**src/rtl/branch_pkg.sv**
```systemverilog
// Shared definitions for the branch resolution block: opcode encodings,
// the offset-table entry layout and the loop-tracking state encoding.
// Pure declarations; no clocked logic and no flow control.
package branch_pkg;

  localparam logic [3:0] OP_LDC  = 4'b1011;
  localparam logic [3:0] OP_BZ   = 4'b1100;
  localparam logic [3:0] OP_BN   = 4'b1101;
  localparam logic [3:0] OP_BR   = 4'b1110;
  localparam logic [3:0] OP_LOOP = 4'b1111;

  // Offset-table entry: sign = 1 means the fetch unit subtracts the magnitude.
  typedef struct packed {
    logic       sign;
    logic [7:0] mag;
  } boffs_t;

  typedef enum logic {
    LS_IDLE    = 1'b0,
    LS_LOOPING = 1'b1
  } loop_state_e;

  // The four branch opcodes are exactly the ones with the top two bits set.
  function automatic logic is_branch_op(input logic [3:0] op);
    return (op[3:2] == 2'b11);
  endfunction

endpackage

```
**src/rtl/offset_lut.sv**
```systemverilog
// Branch offset table: LUT_DEPTH x 9-bit register file, async-cleared to +0.
// Latency: write lands on the rising edge; read is combinational (old data during a same-cycle write).
// No backpressure: a write is always accepted.
// Ports: clk_i, rst_ni | we_i, waddr_i, wdata_i (write port) | raddr_i -> rdata_o (read port).
module offset_lut
  import branch_pkg::*;
#(
  parameter int LUT_DEPTH = 16,
  parameter int ADDR_W    = 4
) (
  input  logic              clk_i,
  input  logic              rst_ni,
  input  logic              we_i,
  input  logic [ADDR_W-1:0] waddr_i,
  input  boffs_t            wdata_i,
  input  logic [ADDR_W-1:0] raddr_i,
  output boffs_t            rdata_o
);

  boffs_t mem_q [LUT_DEPTH];

  always_ff @(posedge clk_i or negedge rst_ni) begin
    if (!rst_ni) begin
      for (int i = 0; i < LUT_DEPTH; i++) begin
        mem_q[i] <= '0;
      end
    end else if (we_i) begin
      mem_q[waddr_i] <= wdata_i;
    end
  end

  assign rdata_o = mem_q[raddr_i];

endmodule

```
**src/rtl/branch_unit.sv**
```systemverilog
// Branch resolution: decodes instr against Z/N flags, loop counter and offset table.
// Latency: branch_en/bSIGN/bOFFSET combinational in the instr cycle; state updates on the next edge.
// No backpressure; halt freezes flags, loop counter, FSM and taken counter (table writes still land).
// Ports: CLK, init_n | instr, halt, flag_we, alu_zero, alu_neg, acc_in, lut_we/addr/wdata (in)
//        | branch_en, bSIGN, bOFFSET (fetch request), loop_cnt, taken_cnt (observability).
module branch_unit
  import branch_pkg::*;
#(
  parameter int LUT_DEPTH = 16,
  parameter int CNT_W     = 16
) (
  input  logic             CLK,
  input  logic             init_n,
  input  logic [8:0]       instr,
  input  logic             halt,
  input  logic             flag_we,
  input  logic             alu_zero,
  input  logic             alu_neg,
  input  logic [7:0]       acc_in,
  input  logic             lut_we,
  input  logic [3:0]       lut_addr,
  input  logic [8:0]       lut_wdata,
  output logic             branch_en,
  output logic             bSIGN,
  output logic [7:0]       bOFFSET,
  output logic [7:0]       loop_cnt,
  output logic [CNT_W-1:0] taken_cnt
);

  localparam logic [CNT_W-1:0] CNT_ONE = {{(CNT_W-1){1'b0}}, 1'b1};

  logic [3:0] opcode;
  logic [3:0] idx;
  logic       rsvd_unused;

  assign opcode      = instr[8:5];
  assign idx         = instr[3:0];
  assign rsvd_unused = instr[4];

  logic             z_q, z_d;
  logic             n_q, n_d;
  logic [7:0]       loop_q, loop_d;
  logic [CNT_W-1:0] taken_q, taken_d;
  loop_state_e      state_q, state_d;

  boffs_t lut_wr;
  boffs_t lut_rd;
  logic   is_br;
  logic   take;

  assign lut_wr = lut_wdata;

  offset_lut #(
    .LUT_DEPTH(LUT_DEPTH),
    .ADDR_W   (4)
  ) u_lut (
    .clk_i  (CLK),
    .rst_ni (init_n),
    .we_i   (lut_we),
    .waddr_i(lut_addr),
    .wdata_i(lut_wr),
    .raddr_i(idx),
    .rdata_o(lut_rd)
  );

  // Branch decision always uses the registered (pre-edge) flags.
  always_comb begin
    is_br = is_branch_op(opcode);
    take  = 1'b0;
    case (opcode)
      OP_BZ:   take = z_q;
      OP_BN:   take = n_q;
      OP_BR:   take = 1'b1;
      OP_LOOP: take = (loop_q != 8'd0);
      default: take = 1'b0;
    endcase
  end

  assign branch_en = take & ~halt;
  // Offset is driven for every branch opcode, taken or not.
  assign bSIGN     = is_br ? lut_rd.sign : 1'b0;
  assign bOFFSET   = is_br ? lut_rd.mag  : 8'd0;
  assign loop_cnt  = loop_q;
  assign taken_cnt = taken_q;

  always_comb begin
    z_d     = z_q;
    n_d     = n_q;
    loop_d  = loop_q;
    taken_d = taken_q;
    state_d = state_q;
    if (!halt) begin
      if (flag_we) begin
        z_d = alu_zero;
        n_d = alu_neg;
      end
      case (opcode)
        OP_LDC: begin
          loop_d  = acc_in;
          state_d = (acc_in != 8'd0) ? LS_LOOPING : LS_IDLE;
        end
        OP_LOOP: begin
          // Counter parks at zero rather than wrapping.
          if (loop_q != 8'd0) loop_d = loop_q - 8'd1;
          if (loop_q <= 8'd1) state_d = LS_IDLE;
        end
        default: ;
      endcase
      if (branch_en && !(&taken_q)) taken_d = taken_q + CNT_ONE;
    end
  end

  always_ff @(posedge CLK or negedge init_n) begin
    if (!init_n) begin
      z_q     <= 1'b0;
      n_q     <= 1'b0;
      loop_q  <= 8'd0;
      taken_q <= '0;
      state_q <= LS_IDLE;
    end else begin
      z_q     <= z_d;
      n_q     <= n_d;
      loop_q  <= loop_d;
      taken_q <= taken_d;
      state_q <= state_d;
    end
  end

  // LOOPING exactly while the counter is non-zero.
  a_state_tracks_cnt: assert property (
    @(posedge CLK) disable iff (!init_n)
    (state_q == LS_LOOPING) == (loop_q != 8'd0)
  );

endmodule

```
**config.mk**
```make
export PLATFORM = sky130hd
export DESIGN_NAME = branch_unit
export DESIGN_NICKNAME = d
export VERILOG_FILES = /design/src/rtl/branch_pkg.sv /design/src/rtl/offset_lut.sv /design/src/rtl/branch_unit.sv
export SDC_FILE = /design/constraint.sdc
export NUM_CORES = 1
export LEC_CHECK = 0
export CELL_PAD_IN_SITES_DETAIL_PLACEMENT = 0
export CELL_PAD_IN_SITES_GLOBAL_PLACEMENT = 1
export CORE_MARGIN = 2
export CORE_UTILIZATION = 29
export DETAILED_ROUTE_END_ITERATION = 10
export GPL_TIMING_DRIVEN = 0
export PLACE_DENSITY_LB_ADDON = 0.1
export SYNTH_ARGS = -nofsm -noshare
export SYNTH_HDL_FRONTEND = slang
export SYNTH_HIERARCHICAL = 1
export SYNTH_SLANG_ARGS = --single-unit
```
**constraint.sdc**
```tcl
create_clock -name CLK -period 5.8 [get_ports CLK]
set_input_delay 1.45 -clock CLK [delete_from_list [all_inputs] [get_ports CLK]]
set_output_delay 1.45 -clock CLK [all_outputs]
set_load 0.05 [all_outputs]
```
# --- Word level (Yosys, flattened, before mapping) ---
# Cells that the tools add are included.
classes:
  multipliers: 0
  div: 0
  n_eq_ne: 7
  add_sub_neg: 2
  magnitude_cmp: 3
  bitwise_logic: 4
  n_reduce_logical: 9
  n_shift: 0
  n_mux: 11
op_table:
  columns: ["operator", "n"]
  rows:
  - ["144-bit bitwise mux", 1]
  - ["9-bit binary-select mux with 4-bit select", 1]
  - ["9-bit demux with 4-bit select", 1]
  - ["9-bit 2-to-1 mux", 3]
  - ["4-bit equality test, second input constant", 5]
  - ["16-bit by 1-bit adder with 16-bit output, second input constant", 1]
  - ["8-bit 2-to-1 mux", 2]
  - ["8-bit case mux with 2 select lines", 1]
  - ["16-bit AND reduction", 1]
  - ["5-bit >= comparator, second input constant", 2]
  - ["4-bit inverter with 5-bit output", 2]
  - ["8-bit nonzero test", 1]
  - ["8-bit by 1-bit subtractor with 8-bit output, second input constant", 1]
  - ["5-bit by 1-bit < comparator with 1-bit output, second input constant", 1]
  - ["1-bit case mux with 4 select lines", 1]
  - ["2-bit AND reduction", 2]
  - ["3-bit AND reduction", 1]
  - ["2-bit equality test, second input constant", 1]
  - ["1-bit logical AND", 2]
  - ["2-bit != test, second input constant", 1]
  - ["2-bit nonzero test", 1]
  - ["1-bit AND", 1]
  - ["1-bit zero test", 1]
  - ["1-bit 2-to-1 mux", 1]
  - ["1-bit inverter", 1]
totals:
  latch_bits: 0
  word_cells: 72
  inputBits: 37
  mem_count: 0
  register_bits: 170
  ramBits: 0
  mem_bits_ro: 0

# --- Depth between registers and ports, before layout ---
# Gate-level depths: netlist of run 1.
depth:
  depth_word: 6
  mapped_depth: 7
  mapped_depth_nobuf: 6

# --- Hierarchy ---
# The synthesis of run 1 kept the hierarchy.
modules_own_cells:
  columns: ["module", "cells_each", "seq_area_each_um2", "n_inst", "area_per_inst_um2"]
  rows:
  - ["offset_lut", 406, 3603.5, 1, 6635.1]
  - ["branch_unit", 152, 650.6, 1, 1496.4]

# --- Worst setup path before layout of run 1 ---
# OpenSTA, ideal clock, no wires.
synth_path:
  path_kind: "input -> output"
  from: "in instr[0]"
  to: "out bOFFSET[4]"
  t_arrival_ps: 3011
  required_time_ps: 4350
  path_stages: 6
  slack_ps: 1339
  path_cell_list: "buf_4 buf_2 mux4_2 a22oi_1 nand2_1 and3_1"
synth_rtl:
  columns: ["item", "line", "source"]
  rows:
  - ["start: declaration", "branch_unit.sv:14", "input logic [8:0] instr,"]
  - ["end: declaration", "branch_unit.sv:25", "output logic [7:0] bOFFSET,"]

==> results of run 1 <==
[logic make-up (layout without fill, tap and decap cells)]
group / Yosys count / in the layout / share of synthesized area, %
mux: 185 / 185 / 31.1
flops: 170 / 170 / 52.3
simple gates: 108 / 108 / 8.77
compound gates: 43 / 43 / 3.72
buf+inv: 36 / 134 / 2.26
xor+xnor: 13 / 13 / 1.40
fa+ha+maj: 3 / 3 / 0.462
other cells: 0 / 1 / 0
[flip-flops by register name, summed over array words and instances (netlist names)]
register,count
n_q,1
loop_cnt,8
u_lut/mem_q,144
z_q,1
taken_cnt,16
[layout make-up]
cell class              count  area, µm²
fillers                  2679      17800
diodes                      1       2.50
clock buffers              17        425
inverters                   3       11.3
multi-input cells         352       3690
clock inverters            15        169
plain buffers              33        173
well taps                 378        473
repair buffers             66        683
flip-flops and latches    170       4250
[where the power goes]
part / switching, W / internal (W) / total, W
logic: 0.000343 / 0.000412 / 0.000755
registers: 0.000150 / 0.00144 / 0.00159
clock network: 0.000544 / 0.000619 / 0.00116
[worst max-delay path: stages]
cell and delay [ns]:
clkbuf_2 0.27, clkbuf_1 0.77, mux4_2 0.43, a22oi_1 0.26
nand2_1 0.11, and3_1 0.19, clkdlybuf4s50_1 0.71
[per-stage QoR]
stage / utilization [%] / total power, W
2_1_floorplan: - / 0.00212
3_3_place_gp: 33.4 / 0.00234
3_5_place_dp: 33.5 / 0.00238
4_1_cts: 35.7 / 0.00356
5_1_grt: 35.7 / 0.00370
6_report: 35.7 / 0.00351
[worst max-delay path by stage]
stage               slack, ns                     endpoint  cells past startpoint
finish                   0.13                   bOFFSET[0]                      7
global route             0.01                   bOFFSET[0]                      7
CTS                      0.09                   bOFFSET[1]                      6
detailed placement       0.10                   bOFFSET[0]                      7
global placement        -3.78  u_lut/mem_q[13]$_DFFE_PN0P_                      1
floorplan                1.34                   bOFFSET[4]                      6
[metal layers]
metal,vias to the layer above,track usage (%),wire (µm)
met5,-,0,0
met1,2633,21.0,10100
met2,86,25.0,10000
li1,2258,-,-
met3,13,2.72,610
met4,0,3.65,187
[cells in the mapped netlist, drive strengths merged (2+ instances only)]
master	instances	area, µm²
nor2b	4	25.0
clkbuf	16	61.3
xnor2	13	114
and3	17	109
or3	2	12.5
a22o	2	18.8
and4	2	18.8
buf	17	111
a21oi	11	58.8
nor4	2	27.5
nand3b	3	22.5
nand3	17	85.1
nand4b	2	17.5
and2	2	12.5
nand4	9	56.3
o21ai	8	40.0
nor3	9	105
dfrtp	170	4250
nand2b	6	52.6
mux4	36	811
nor2	11	56.3
inv	3	11.3
nand2	18	70.1
mux2	149	1720
a22oi	18	135
ha	3	37.5
==> impl_metrics.env, run 1 <==
export IMPL_outcome="completed"
export IMPL_synth_edf_count=0
export IMPL_fin_hold_ws_ns=0.498
export IMPL_placed_cells=1002
export IMPL_netlist_area_um2=8130
export IMPL_cts_tree="built"
export IMPL_wirelength_mm=20.9
export IMPL_hold_viol=0
export IMPL_pre_cts_ws_ns=0.104
export IMPL_post_route_cell_area_um2=9880
export IMPL_yosysSeqAreaShare_pct=52.3
export IMPL_core_area_um2=27700
export IMPL_r2r_setup_slack_ns=3.72
export IMPL_startpoint_type="input port"
export IMPL_drive_gt1_share_pct=39.5
export IMPL_p_leak_nw=4.04
export IMPL_yosys_register_bits=170
export IMPL_die_w_um=171
export IMPL_rsz0062_at_grt="false"
export IMPL_cts_resized=0
export IMPL_die_h_um=171
export IMPL_drt_iter0_drc=240
export IMPL_min_to="taken_cnt[9]$_DFFE_PN0P_"
export IMPL_r2r_start="taken_cnt[0]$_DFFE_PN0P_"
export IMPL_hold_depth=1
export IMPL_portBuffers=65
export IMPL_gr_total_overflow=0
export IMPL_grt_max_degree=102
export IMPL_worstReg2RegEnd="taken_cnt[1]$_DFFE_PN0P_"
export IMPL_startpoint="instr[1]"
export IMPL_post_cts_setup_buffers=0
export IMPL_drtPass1Iterations=7
export IMPL_start_util_pct=29.4
export IMPL_worstHoldStart="taken_cnt[9]$_DFFE_PN0P_"
export IMPL_cp_data_required_time_ns=4.35
export IMPL_globalplace_congestion=0.780
export IMPL_r2r_cells=6
export IMPL_synth_warnings=6
export IMPL_async_reset_ff_share_pct=100
export IMPL_min_period_over_period_pct=97.8
export IMPL_clk_latency_ns=0.43
export IMPL_postSynthCellCount=558
export IMPL_place_area_um2=9290
export IMPL_p_per_area_nw_per_um2=355
export IMPL_cts_max_path_buffers=2
export IMPL_finalSetupViolCount=0
export IMPL_wl_per_cell_um=20.2
export IMPL_synth_nets=598
export IMPL_grt_pass1_vias=5552
export IMPL_crit_arrival_ns=4.22
export IMPL_vias=4990
export IMPL_num_rows=61
export IMPL_ir_drop_v=0.000164
export IMPL_syn_area_per_cell_um2=14.6
export IMPL_setup_tns_ns=0
export IMPL_track_usage_pct=15.2
export IMPL_setup_ws_ns=0.126
export IMPL_drc_errors=0
export IMPL_dieArea_um2=29400
export IMPL_detail_route_antenna_nets=0
export IMPL_dp_hpwl_mm=14.2
export IMPL_post_route_min_period_ns=5.67
export IMPL_cts_buffers=17
export IMPL_criticalPathCategory="input port to primary output"
export IMPL_h_tree_depth=4
export IMPL_hp_class="flop to flop"
export IMPL_worstMarginPinSlew_ns=1.02
export IMPL_final_cell_mix="dfrtp_1 (170), mux2_2 (139), clkdlybuf4s50_1 (64), mux4_2 (36), a22oi_1 (18)"
export IMPL_cap_violations=0
export IMPL_antenna_found_initial=0
export IMPL_ioPinCount=71
export IMPL_clock_skew_final_ns=0.0122
export IMPL_synth_cell_types=49
export IMPL_setup_worst_path_end_class="primary output"
export IMPL_area_growth_pct=21.6
export IMPL_timing_fmax_mhz=176
export IMPL_final_common_cell="dfrtp_1"
export IMPL_fin_cells=1035
export IMPL_worstPathMaxFanout=10
export IMPL_drv_slew=0
export IMPL_synth_top_flop_cell="dfrtp_1"
export IMPL_detail_route_vias_per_cell=4.82
export IMPL_slew_limit_headroom_pct=31.4
export IMPL_postCtsHoldBufs=0
export IMPL_clock_sinks=170
export IMPL_cts_root_buf="clkbuf_16"
export IMPL_grt_pass1_wl_mm=33.2
export IMPL_clk_pin_slew_ns=0.08
export IMPL_final_nets=683
Power figures use the tool's default switching activity.
==> run 2: changes to the inputs <==
Settings changed: RECOVER_POWER set to 25.
==> impl_metrics.env, run 2 (same netlist as run 1, synthesis figures left out) <==
export IMPL_outcome="complete, but fails checks"
export IMPL_violations="capacitance limit, slew limit"
export IMPL_startpoint_type="input port"
export IMPL_fin_hold_ws_ns=0.498
export IMPL_die_w_um=171
export IMPL_worstPathMaxFanout=10
export IMPL_area_growth_pct=21.4
export IMPL_timing_fmax_mhz=176
export IMPL_num_rows=61
export IMPL_crit_arrival_ns=4.23
export IMPL_clk_latency_ns=0.43
export IMPL_clk_pin_slew_ns=0.08
export IMPL_final_common_cell="dfrtp_1"
export IMPL_hp_class="flop to flop"
export IMPL_vias=4987
export IMPL_portBuffers=65
export IMPL_slowest_stage="clkbuf_1"
export IMPL_cap_violations=1
export IMPL_setup_worst_path_end_class="primary output"
export IMPL_cts_max_path_buffers=2
export IMPL_detail_route_antenna_nets=0
export IMPL_hold_viol=0
export IMPL_path_cells="clkbuf_2, clkbuf_1, mux4_2, a22oi_1, nand2_1, and3_1, clkdlybuf4s50_1"
export IMPL_finalSetupViolCount=0
export IMPL_cp_data_required_time_ns=4.35
export IMPL_slowest_delay_ns=0.77
export IMPL_start_util_pct=29.4
export IMPL_track_usage_pct=15.2
export IMPL_wirelength_mm=20.9
export IMPL_drive_gt1_share_pct=39.5
export IMPL_clock_sinks=170
export IMPL_h_tree_depth=4
export IMPL_cts_resized=0
export IMPL_globalplace_congestion=0.780
export IMPL_die_h_um=171
export IMPL_place_area_um2=9290
export IMPL_post_route_cell_area_um2=9870
export IMPL_criticalPathCategory="input port to primary output"
export IMPL_fillCellCount=2680
export IMPL_drtPass1Iterations=7
export IMPL_total_power_w=0.00351
export IMPL_ioPinCount=71
export IMPL_wl_per_cell_um=20.2
export IMPL_worstMarginPinSlew_ns=2.68
export IMPL_cts_tree="built"
export IMPL_max_flop_register="u_lut/mem_q"
export IMPL_post_cts_setup_buffers=0
export IMPL_grt_max_degree=102
export IMPL_clock_skew_final_ns=0.0159
export IMPL_cts_root_buf="clkbuf_16"
export IMPL_final_nets=683
export IMPL_drv_slew=101
export IMPL_slew_limit_headroom_pct=-78.5
export IMPL_dp_hpwl_mm=14.2
export IMPL_largest_reg_flops=144
export IMPL_antenna_found_initial=0
export IMPL_min_period_over_period_pct=97.9
export IMPL_dieArea_um2=29400
export IMPL_final_cell_mix="dfrtp_1 (170), mux2_2 (139), clkdlybuf4s50_1 (64), mux4_2 (36), a22oi_1 (18)"
export IMPL_drc_errors=0
export IMPL_detail_route_vias_per_cell=4.82
export IMPL_p_leak_nw=4.04
export IMPL_core_area_um2=27700
export IMPL_postCtsHoldBufs=0
export IMPL_setup_tns_ns=0
export IMPL_gr_total_overflow=0
export IMPL_r2r_cells=6
export IMPL_grt_pass1_vias=5552
export IMPL_hold_depth=1
export IMPL_rsz0062_at_grt="false"
export IMPL_post_route_min_period_ns=5.68
export IMPL_p_per_area_nw_per_um2=355
export IMPL_drt_iter0_drc=240
export IMPL_ir_drop_v=0.000163
export IMPL_cts_buffers=17
export IMPL_grt_pass1_wl_mm=33.2
==> run 2: cell count changes in the layout (fill, tap and decap cells not counted) <==
cell | previous run | this run
clkbuf_2 | 1 | 2
buf_8 | 1 | 0
==> run 2: critical path, delay by kind of cell <==
| kind | cells | cell delay (ns) |
|---|---|---|
| buffers and inverters | 3 | 1.76 |
| AOI/OAI and AO/OA | 1 | 0.26 |
| and+or+nand+nor | 2 | 0.30 |
| muxes | 1 | 0.43 |
==> run 2: worst paths after layout <==
| path | start | end | slack (ns) |
|---|---|---|---|
| min | taken_cnt[9]$_DFFE_PN0P_ | taken_cnt[9]$_DFFE_PN0P_ | 0.50 |
| min reg2reg | taken_cnt[9]$_DFFE_PN0P_ | taken_cnt[9]$_DFFE_PN0P_ | 0.50 |
| max reg2reg | taken_cnt[0]$_DFFE_PN0P_ | taken_cnt[1]$_DFFE_PN0P_ | 3.72 |
| max | instr[1] | bOFFSET[0] | 0.12 |
| max in group asynchronous | init_n | u_lut/mem_q[103]$_DFFE_PN0P_ | 2.39 |
| min in group asynchronous | init_n | taken_cnt[5]$_DFFE_PN0P_ | 1.83 |
==> run 2: metal layers <==
metal  wire length, µm  track usage (%)
met5                 0                0
met4               174             3.65
met3               570             2.72
met2             10000             25.0
met1             10100             21.0
==> run 2: power by group <==
part	leakage, nW	switching [W]	internal [W]	total (W)
registers	2.10	0.000150	0.00145	0.00160
logic	1.64	0.000343	0.000411	0.000754
clock network	0.296	0.000542	0.000619	0.00116
total	4.04	0.00104	0.00247	0.00351
==> run 2: through the flow <==
step           utilization (%)  setup WS, ns  std cells
2_1_floorplan                -          1.34        558
3_3_place_gp              33.4         -3.78       1001
3_5_place_dp              33.5         0.104       1002
4_1_cts                   35.7        0.0920       1034
5_1_grt                   35.6        0.0113       1034
6_report                  35.6         0.120       1035
==> run 2: layout make-up <==
class                      count  area [µm²]  area share [%]
antenna                        1        2.50          0.0253
tap                          378         473            4.79
clock inverter                15         169            1.71
buffer                        33         173            1.75
multi-input combinational    352        3690            37.4
clock buffer                  17         425            4.31
inverter                       3        11.3           0.114
timing repair buffer          66         673            6.82
sequential                   170        4250            43.1
